File: src/rtl/bulb_pkg.sv
// Shared definitions for the bulb output stages: thermometer level codes,
// duty limits and the level-to-quarters decoder.
package bulb_pkg;

    localparam logic [2:0] LVL_OFF  = 3'b000;
    localparam logic [2:0] LVL_1    = 3'b001;
    localparam logic [2:0] LVL_2    = 3'b011;
    localparam logic [2:0] LVL_FULL = 3'b111;

    localparam int DUTY_MAX = 4;

    typedef struct packed {
        logic       valid;
        logic [2:0] quarters;
    } lvl_dec_t;

    typedef enum logic [1:0] {
        STEP_HOLD = 2'd0,
        STEP_UP   = 2'd1,
        STEP_DOWN = 2'd2
    } step_dir_t;

    // Illegal codes return valid=0; quarters is then don't-care (driven 0).
    function automatic lvl_dec_t lvl_to_quarters(input logic [2:0] lvl);
        lvl_dec_t r_dec;
        r_dec = '{valid: 1'b1, quarters: 3'd0};
        case (lvl)
            LVL_OFF:  r_dec.quarters = 3'd0;
            LVL_1:    r_dec.quarters = 3'd1;
            LVL_2:    r_dec.quarters = 3'd2;
            LVL_FULL: r_dec.quarters = 3'(DUTY_MAX);
            default:  r_dec.valid    = 1'b0;
        endcase
        return r_dec;
    endfunction

endpackage

File: src/rtl/bulb_pwm_counter.sv
// Free-running PWM period counter 0..PERIOD-1 with a tick on the last count.
// Shared by the bulb output stages so every stage sees the same period phase.
module bulb_pwm_counter #(
    parameter int PERIOD = 16
) (
    input  logic                      clk,
    input  logic                      reset,
    output logic [$clog2(PERIOD)-1:0] o_cnt,
    output logic                      o_period_tick
);

    localparam int CW = $clog2(PERIOD);
    localparam logic [CW-1:0] LAST = CW'(PERIOD - 1);

    logic [CW-1:0] r_cnt;

    always_ff @(posedge clk) begin
        if (reset) begin
            r_cnt <= '0;
        end else if (r_cnt == LAST) begin
            r_cnt <= '0;
        end else begin
            r_cnt <= r_cnt + 1'b1;
        end
    end

    assign o_cnt         = r_cnt;
    assign o_period_tick = (r_cnt == LAST);

endmodule

File: src/rtl/bulb_pwm_driver.sv
// Bulb PWM driver: decodes the sequencer's thermometer level into a target duty
// and ramps the PWM duty toward it one quarter per RAMP_PERIODS whole periods.
module bulb_pwm_driver
    import bulb_pkg::*;
#(
    parameter int PERIOD       = 16,
    parameter int RAMP_PERIODS = 4
) (
    input  logic       clk,
    input  logic       reset,
    input  logic [2:0] level,
    output logic       pwm_out,
    output logic [2:0] duty,
    output logic       at_target,
    output logic       code_err
);

    localparam int CW = $clog2(PERIOD);
    localparam int MW = CW + 1;
    localparam int Q  = PERIOD / 4;
    localparam int RW = (RAMP_PERIODS > 1) ? $clog2(RAMP_PERIODS) : 1;

    localparam logic [RW-1:0] RC_LAST  = RW'(RAMP_PERIODS - 1);
    localparam logic [2:0]    DUTY_TOP = 3'(DUTY_MAX);
    localparam logic [MW-1:0] Q_M      = MW'(Q);

    logic [CW-1:0] w_cnt;
    logic          w_period_tick;
    lvl_dec_t      w_dec;
    step_dir_t     w_dir;
    logic [RW-1:0] w_rc_next;
    logic [2:0]    w_duty_next;
    logic [MW-1:0] w_thresh;
    logic          w_pwm_next;

    logic [2:0]    r_target;
    logic [2:0]    r_duty;
    logic [RW-1:0] r_rc;
    logic          r_pwm;
    logic          r_code_err;

    bulb_pwm_counter #(
        .PERIOD (PERIOD)
    ) u_counter (
        .clk           (clk),
        .reset         (reset),
        .o_cnt         (w_cnt),
        .o_period_tick (w_period_tick)
    );

    assign w_dec = lvl_to_quarters(level);

    always_ff @(posedge clk) begin
        if (reset) begin
            r_target   <= 3'd0;
            r_code_err <= 1'b0;
        end else begin
            if (w_dec.valid) begin
                r_target <= w_dec.quarters;
            end
            r_code_err <= ~w_dec.valid;
        end
    end

    // Direction is recomputed from the live target, so a mid-ramp target
    // change reverses or extends the ramp while rc keeps its progress.
    always_comb begin
        w_dir = STEP_HOLD;
        if (r_duty < r_target && r_duty < DUTY_TOP) begin
            w_dir = STEP_UP;
        end else if (r_duty > r_target && r_duty != 3'd0) begin
            w_dir = STEP_DOWN;
        end
    end

    always_comb begin
        w_rc_next   = r_rc;
        w_duty_next = r_duty;
        if (r_duty == r_target) begin
            w_rc_next = '0;
        end else if (w_period_tick) begin
            if (r_rc == RC_LAST) begin
                w_rc_next = '0;
                case (w_dir)
                    STEP_UP:   w_duty_next = r_duty + 3'd1;
                    STEP_DOWN: w_duty_next = r_duty - 3'd1;
                    default:   w_duty_next = r_duty;
                endcase
            end else begin
                w_rc_next = r_rc + 1'b1;
            end
        end
    end

    // duty only moves on the last cycle of a period, so each period is
    // drawn with a single duty value.
    always_ff @(posedge clk) begin
        if (reset) begin
            r_rc   <= '0;
            r_duty <= 3'd0;
        end else begin
            r_rc   <= w_rc_next;
            r_duty <= w_duty_next;
        end
    end

    assign w_thresh   = MW'(r_duty) * Q_M;
    assign w_pwm_next = ({1'b0, w_cnt} < w_thresh);

    always_ff @(posedge clk) begin
        if (reset) begin
            r_pwm <= 1'b0;
        end else begin
            r_pwm <= w_pwm_next;
        end
    end

    assign pwm_out   = r_pwm;
    assign duty      = r_duty;
    assign at_target = (r_duty == r_target);
    assign code_err  = r_code_err;

endmodule

File: config.mk
export PLATFORM = sky130hd
export DESIGN_NAME = bulb_pwm_driver
export DESIGN_NICKNAME = d
export VERILOG_FILES = /design/src/rtl/bulb_pkg.sv /design/src/rtl/bulb_pwm_counter.sv /design/src/rtl/bulb_pwm_driver.sv
export SDC_FILE = /design/constraint.sdc
export NUM_CORES = 1
export LEC_CHECK = 0
export ABC_AREA = 1
export BUFFER_PORTS_ARGS = -buffer_cell sky130_fd_sc_hd__buf_2
export CAP_MARGIN = 40
export CORE_MARGIN = 2
export CORE_UTILIZATION = 40
export CTS_BUF_LIST = sky130_fd_sc_hd__clkbuf_16
export DETAILED_ROUTE_END_ITERATION = 8
export SLEW_MARGIN = 25
export SYNTH_ARGS = -nofsm -noshare
export SYNTH_HDL_FRONTEND = slang
export SYNTH_HIERARCHICAL = 1
export SYNTH_SLANG_ARGS = --single-unit
File: constraint.sdc
create_clock -name clk -period 5.3 [get_ports clk]
set_input_delay 1.59 -clock clk [delete_from_list [all_inputs] [get_ports clk]]
set_output_delay 1.59 -clock clk [all_outputs]
set_load 0.05 [all_outputs]
After elaboration in Yosys (flattened, before gate mapping)
Cells that the tools add are included.
W data, S select, Z words.
{"block": "totals", "regBits": 14, "inputBits": 5, "output_inout_bits": 6}
{"block": "classes", "n_addsub": 4, "order_cmp": 4, "eq_ne": 8, "n_mux": 6, "bitwise": 2, "reduce_logical": 9}
{"operator": "$pmux W3 S3", "n": 1}
{"operator": "$mux W2", "n": 3}
{"operator": "$pmux W3 S2", "n": 1}
{"operator": "$lt A4 B5 Y1", "n": 1}
{"operator": "$add A4 B1 Y4 const B", "n": 1}
{"operator": "$eq A2 B2 Y1 const B", "n": 2}
{"operator": "$eq A4 B4 Y1 const B", "n": 1}
{"operator": "$reduce_and A4 Y1", "n": 1}
{"operator": "$reduce_or A2 Y1", "n": 2}
{"operator": "$reduce_or A4 Y1", "n": 1}
{"operator": "$add A3 B1 Y3 const B", "n": 1}
{"operator": "$eq A3 B1 Y1 const B", "n": 1}
{"operator": "$eq A3 B2 Y1 const B", "n": 1}
{"operator": "$eq A3 B3 Y1", "n": 1}
{"operator": "$eq A3 B3 Y1 const B", "n": 1}
{"operator": "$gt A3 B3 Y1", "n": 1}
{"operator": "$logic_not A3 Y1", "n": 1}
{"operator": "$lt A3 B3 Y1", "n": 1}
{"operator": "$lt A3 B3 Y1 const B", "n": 1}
{"operator": "$reduce_bool A3 Y1", "n": 1}
{"operator": "$sub A3 B1 Y3 const B", "n": 1}
{"operator": "$add A2 B1 Y2 const B", "n": 1}
{"operator": "$eq A2 B1 Y1 const B", "n": 1}
{"operator": "$logic_and A1 B1 Y1", "n": 2}
{"operator": "other kinds (3)", "n": 4}

Longest topological paths before layout
{"block": "logic_depth", "ltp_word": 7, "ltp_mapped": 13, "depth_no_buf": 13}

By module
The synthesis kept the hierarchy.
{"module": "bulb_pwm_driver", "n_inst": 1, "cells_each": 74, "area_each_um2": 563.0, "seq_area_each_um2": 200.2}
{"module": "bulb_pwm_counter", "n_inst": 1, "cells_each": 18, "area_each_um2": 160.2, "seq_area_each_um2": 80.1}

Worst setup path before layout
No wires, ideal clock.
{"block": "synth_path", "path_type": "reg-to-output", "from": "register r_duty[0] (netlist: duty[0])", "to": "output port at_target", "t_arrival_ns": 1.579, "path_slack_ns": 2.131, "stages_incl_launch_ff": 5, "n_path_buf": 0, "cell_sequence": "dfxtp_1 inv_1 ha_1 nand3_1 inv_1"}
{"block": "synth_via", "elab_chain_len": 1}
{"item": "from (decl)", "line_no": "bulb_pwm_driver.sv:37", "source": "logic [2:0] r_duty;"}
{"item": "from (signal assigned)", "line_no": "bulb_pwm_driver.sv:103", "source": "r_duty <= w_duty_next;"}
{"item": "$eq A3 B3 Y1", "line_no": "bulb_pwm_driver.sv:120", "source": "assign at_target = (r_duty == r_target);"}
{"item": "to (decl)", "line_no": "bulb_pwm_driver.sv:14", "source": "output logic at_target,"}
No other way between the ends.

Worst setup path after layout
Ends and elaborated chain as after synthesis.

==> reports/metrics.csv <==
stage,metric,value,unit
worst_hold_path,Hold Path Class,flip-flop to flip-flop,
global_routing,All-Layer GR Usage,15.3,%
floorplan,Die Span X,46.5,um
synth,Gate Count Post-Synth,92,
synth,"FF+latch count, synth",14,
placed_design,Placed Instances,127,
drt,DRC,0,
sta,Worst-Margin Slew,350,ps
drt,routed len/inst,10.3,um
clock_network,post-CTS resize count,0,
drt,Detailed Routing Iterations Pass 1,6,
floorplan,core area,0.00171,mm^2
sta,# setup viols final,0,
sta,Final min period,3070,ps
worst_setup_path,reg2reg setup slack,3280,ps
worst_setup_path,CP required,3710,ps
synth,syn_nets,104,
global_routing,vias in the first global route,546,
synth,Yosys top cell by area,dfxtp_1,
clock_network,"Clk pin slew, worst setup/hold paths",50,ps
global_routing,largest net degree at the start of global routing,9,
clock_network,CTS Buf Count,3,
sta,Clock Skew,0.890,ps
power_and_ir_drop,total power,280,uW
worst_setup_path,worst flop-to-flop path startpoint,duty[0],
global_routing,"Remaining Overflow, GRT",0,
finish,Post-Layout Inst Area,883,um^2
flow_run,Max Cap Violations,0,
finish,Non-Filler Instances,131,
power_and_ir_drop,P per Cell Area,317,mW/mm^2
floorplan,Site Rows,15,
worst_setup_path,worst r2r dst,duty[2],
clock_network,H-tree depth,1,
drt,Post-Route WL,1350,um
sta,Hold WS,466,ps
sta,RSZ-0062 raised after global routing,no,
global_routing,first-pass GRT wire length,2250,um
power_and_ir_drop,Leak Pwr,0.409,nW
floorplan,Die Height,46.5,um
synth,Synth Warn #,6,
worst_setup_path,Worst Path Max Fanout,4,
synth,asr flop ratio synth,0,%
worst_hold_path,hold path cells,1,
placed_design,"Cell Area, Placed",805,um^2
sta,slew margin rel.,76.0,%
placed_design,pre-CTS setup slack,2490,ps
worst_setup_path,Crit. End Element,output port,
floorplan,total die area,0.00216,mm^2
worst_setup_path,WP data arrival,1480,ps
synth,synthesized area per cell,7.86,um^2
finish,Layout fillers,170,
synth,Mapped Area,723,um^2
status,status,"finished, final reports clean",
clock_network,root cell of the clock tree,clkbuf_16,
finish,Layout area overhead,22.1,%
placed_design,GP Congestion,0.802,
clock_network,CTS max path bufs,2,
finish,layout cell share with drive strength beyond 1,17.0,%
drt,Final ANT Viol Nets,0,
clock_network,Worst-Skew Late Latency,240,ps
global_routing,antenna violations before repair,0,
drt,Vias,638,
synth,sequential share of the synthesized area,38.8,%
synth,top-count cell post-synth,nand2_1,
power_and_ir_drop,worst vdd ir,0.000205,V
sta,maximum clock frequency,0.325,GHz
clock_network,CTS tree,yes,
drt,post-DR vias/cell,4.87,
clock_network,Clock Sinks,14,
clock_network,Post-CTS Setup Repair Bufs,0,
worst_hold_path,"Endpoint, Worst Hold",u_counter/o_cnt[0],
drt,DRT iter0 DRCs,10,
sta,crit share post-route,58.0,%
synth,"top cells by area, synth","dfxtp_1, ha_1, nand2_1, inv_1, nor2_1",
sta,Final Hold Vio Count,0,
synth,top_reg_cell synth,dfxtp_1,
sta,setup TNS,0,ps
clock_network,Post-CTS Hold Buffers,0,
sta,Final WS setup,2230,ps
synth,count of different cell masters after synthesis,23,
floorplan,initial core utilization,42.3,%
placed_design,IO buf count,10,
worst_setup_path,Reg2Reg Depth,13,
finish,final net count,119,
worst_hold_path,hold path start,u_counter/o_cnt[0],
finish,Final Util,51.7,%
synth,Post-synth EDFFs,0,
worst_setup_path,CP Class,flip-flop to output port,
floorplan,IO Count,11,
placed_design,dpl hpwl,1050,um
sta,final slew viol count,0,
synth,top post-synthesis cells by count,"nand2_1, dfxtp_1, inv_1",
finish,Ant. Diodes,0,
worst_setup_path,crit start category,flip-flop,
synth,Yosys top cell area share,38.8,%
critical path, cell delays in order, from the launching register on:
cell and delay, ps:
dfxtp_1 370, inv_1 120, ha_1 300, nand3_1 130
inv_1 80, buf_2 250
area by class of cell:
type	instances	area (um^2)	area share, %
clock buffers	3	75.1	8.50
clock inverters	1	3.75	0.425
inverters	15	56.3	6.37
multi-input cells	63	387	43.8
flip-flops and latches	14	280	31.7
well taps	25	31.3	3.54
repair buffers	10	50.0	5.67
registers in the layout, summed over array words and instances (netlist names):
register	count
r_rc	2
u_counter/o_cnt	4
duty	3
code_err	1
pwm_out	1
r_target	3
routing by layer:
| metal | up-vias | track usage (%) | part of all wire [%] |
|---|---|---|---|
| li1 | 329 | - | - |
| met1 | 290 | 17.8 | 47 |
| met2 | 14 | 23.6 | 47 |
| met3 | 5 | 3.53 | 3.0 |
| met4 | 0 | 12.0 | 3.0 |
| met5 | - | 0 | 0 |
worst max path at each step:
| stage | from | end | cells after the start |
|---|---|---|---|
| finish | duty[0] | at_target | 5 |
| global placement | duty[0] | at_target | 5 |
| floorplan | duty[0] | at_target | 4 |
| detailed placement | duty[0] | at_target | 5 |
| CTS | duty[0] | at_target | 5 |
| global route | duty[0] | at_target | 5 |
cell families (layout without fill, tap and decap cells):
logic type | Yosys count | count (layout) | synth area share (%)
simple gates | 43 | 43 | 26.8
compound gates | 13 | 13 | 13.5
buf+inv | 15 | 29 | 7.78
fa+ha+maj | 7 | 7 | 13.1
flops | 14 | 14 | 38.8
cells in the final DEF (no fill, tap or decap), drive strengths merged, types with 2 or more instances in the layout:
master,netlist,final
inv,15,15
buf,0,10
a21oi,7,7
nand2,19,19
nor3,2,2
nand3,6,6
dfxtp,14,14
clkbuf,0,3
nor2,12,12
ha,6,6
power breakdown:
group	switching, mW	leakage, nW	internal [mW]
clock network	0.0444	0.0385	0.0998
logic	0.0161	0.256	0.00759
registers	0.00245	0.114	0.109
total	0.0630	0.409	0.217
Note: power is estimated with default switching activity, not from simulation.
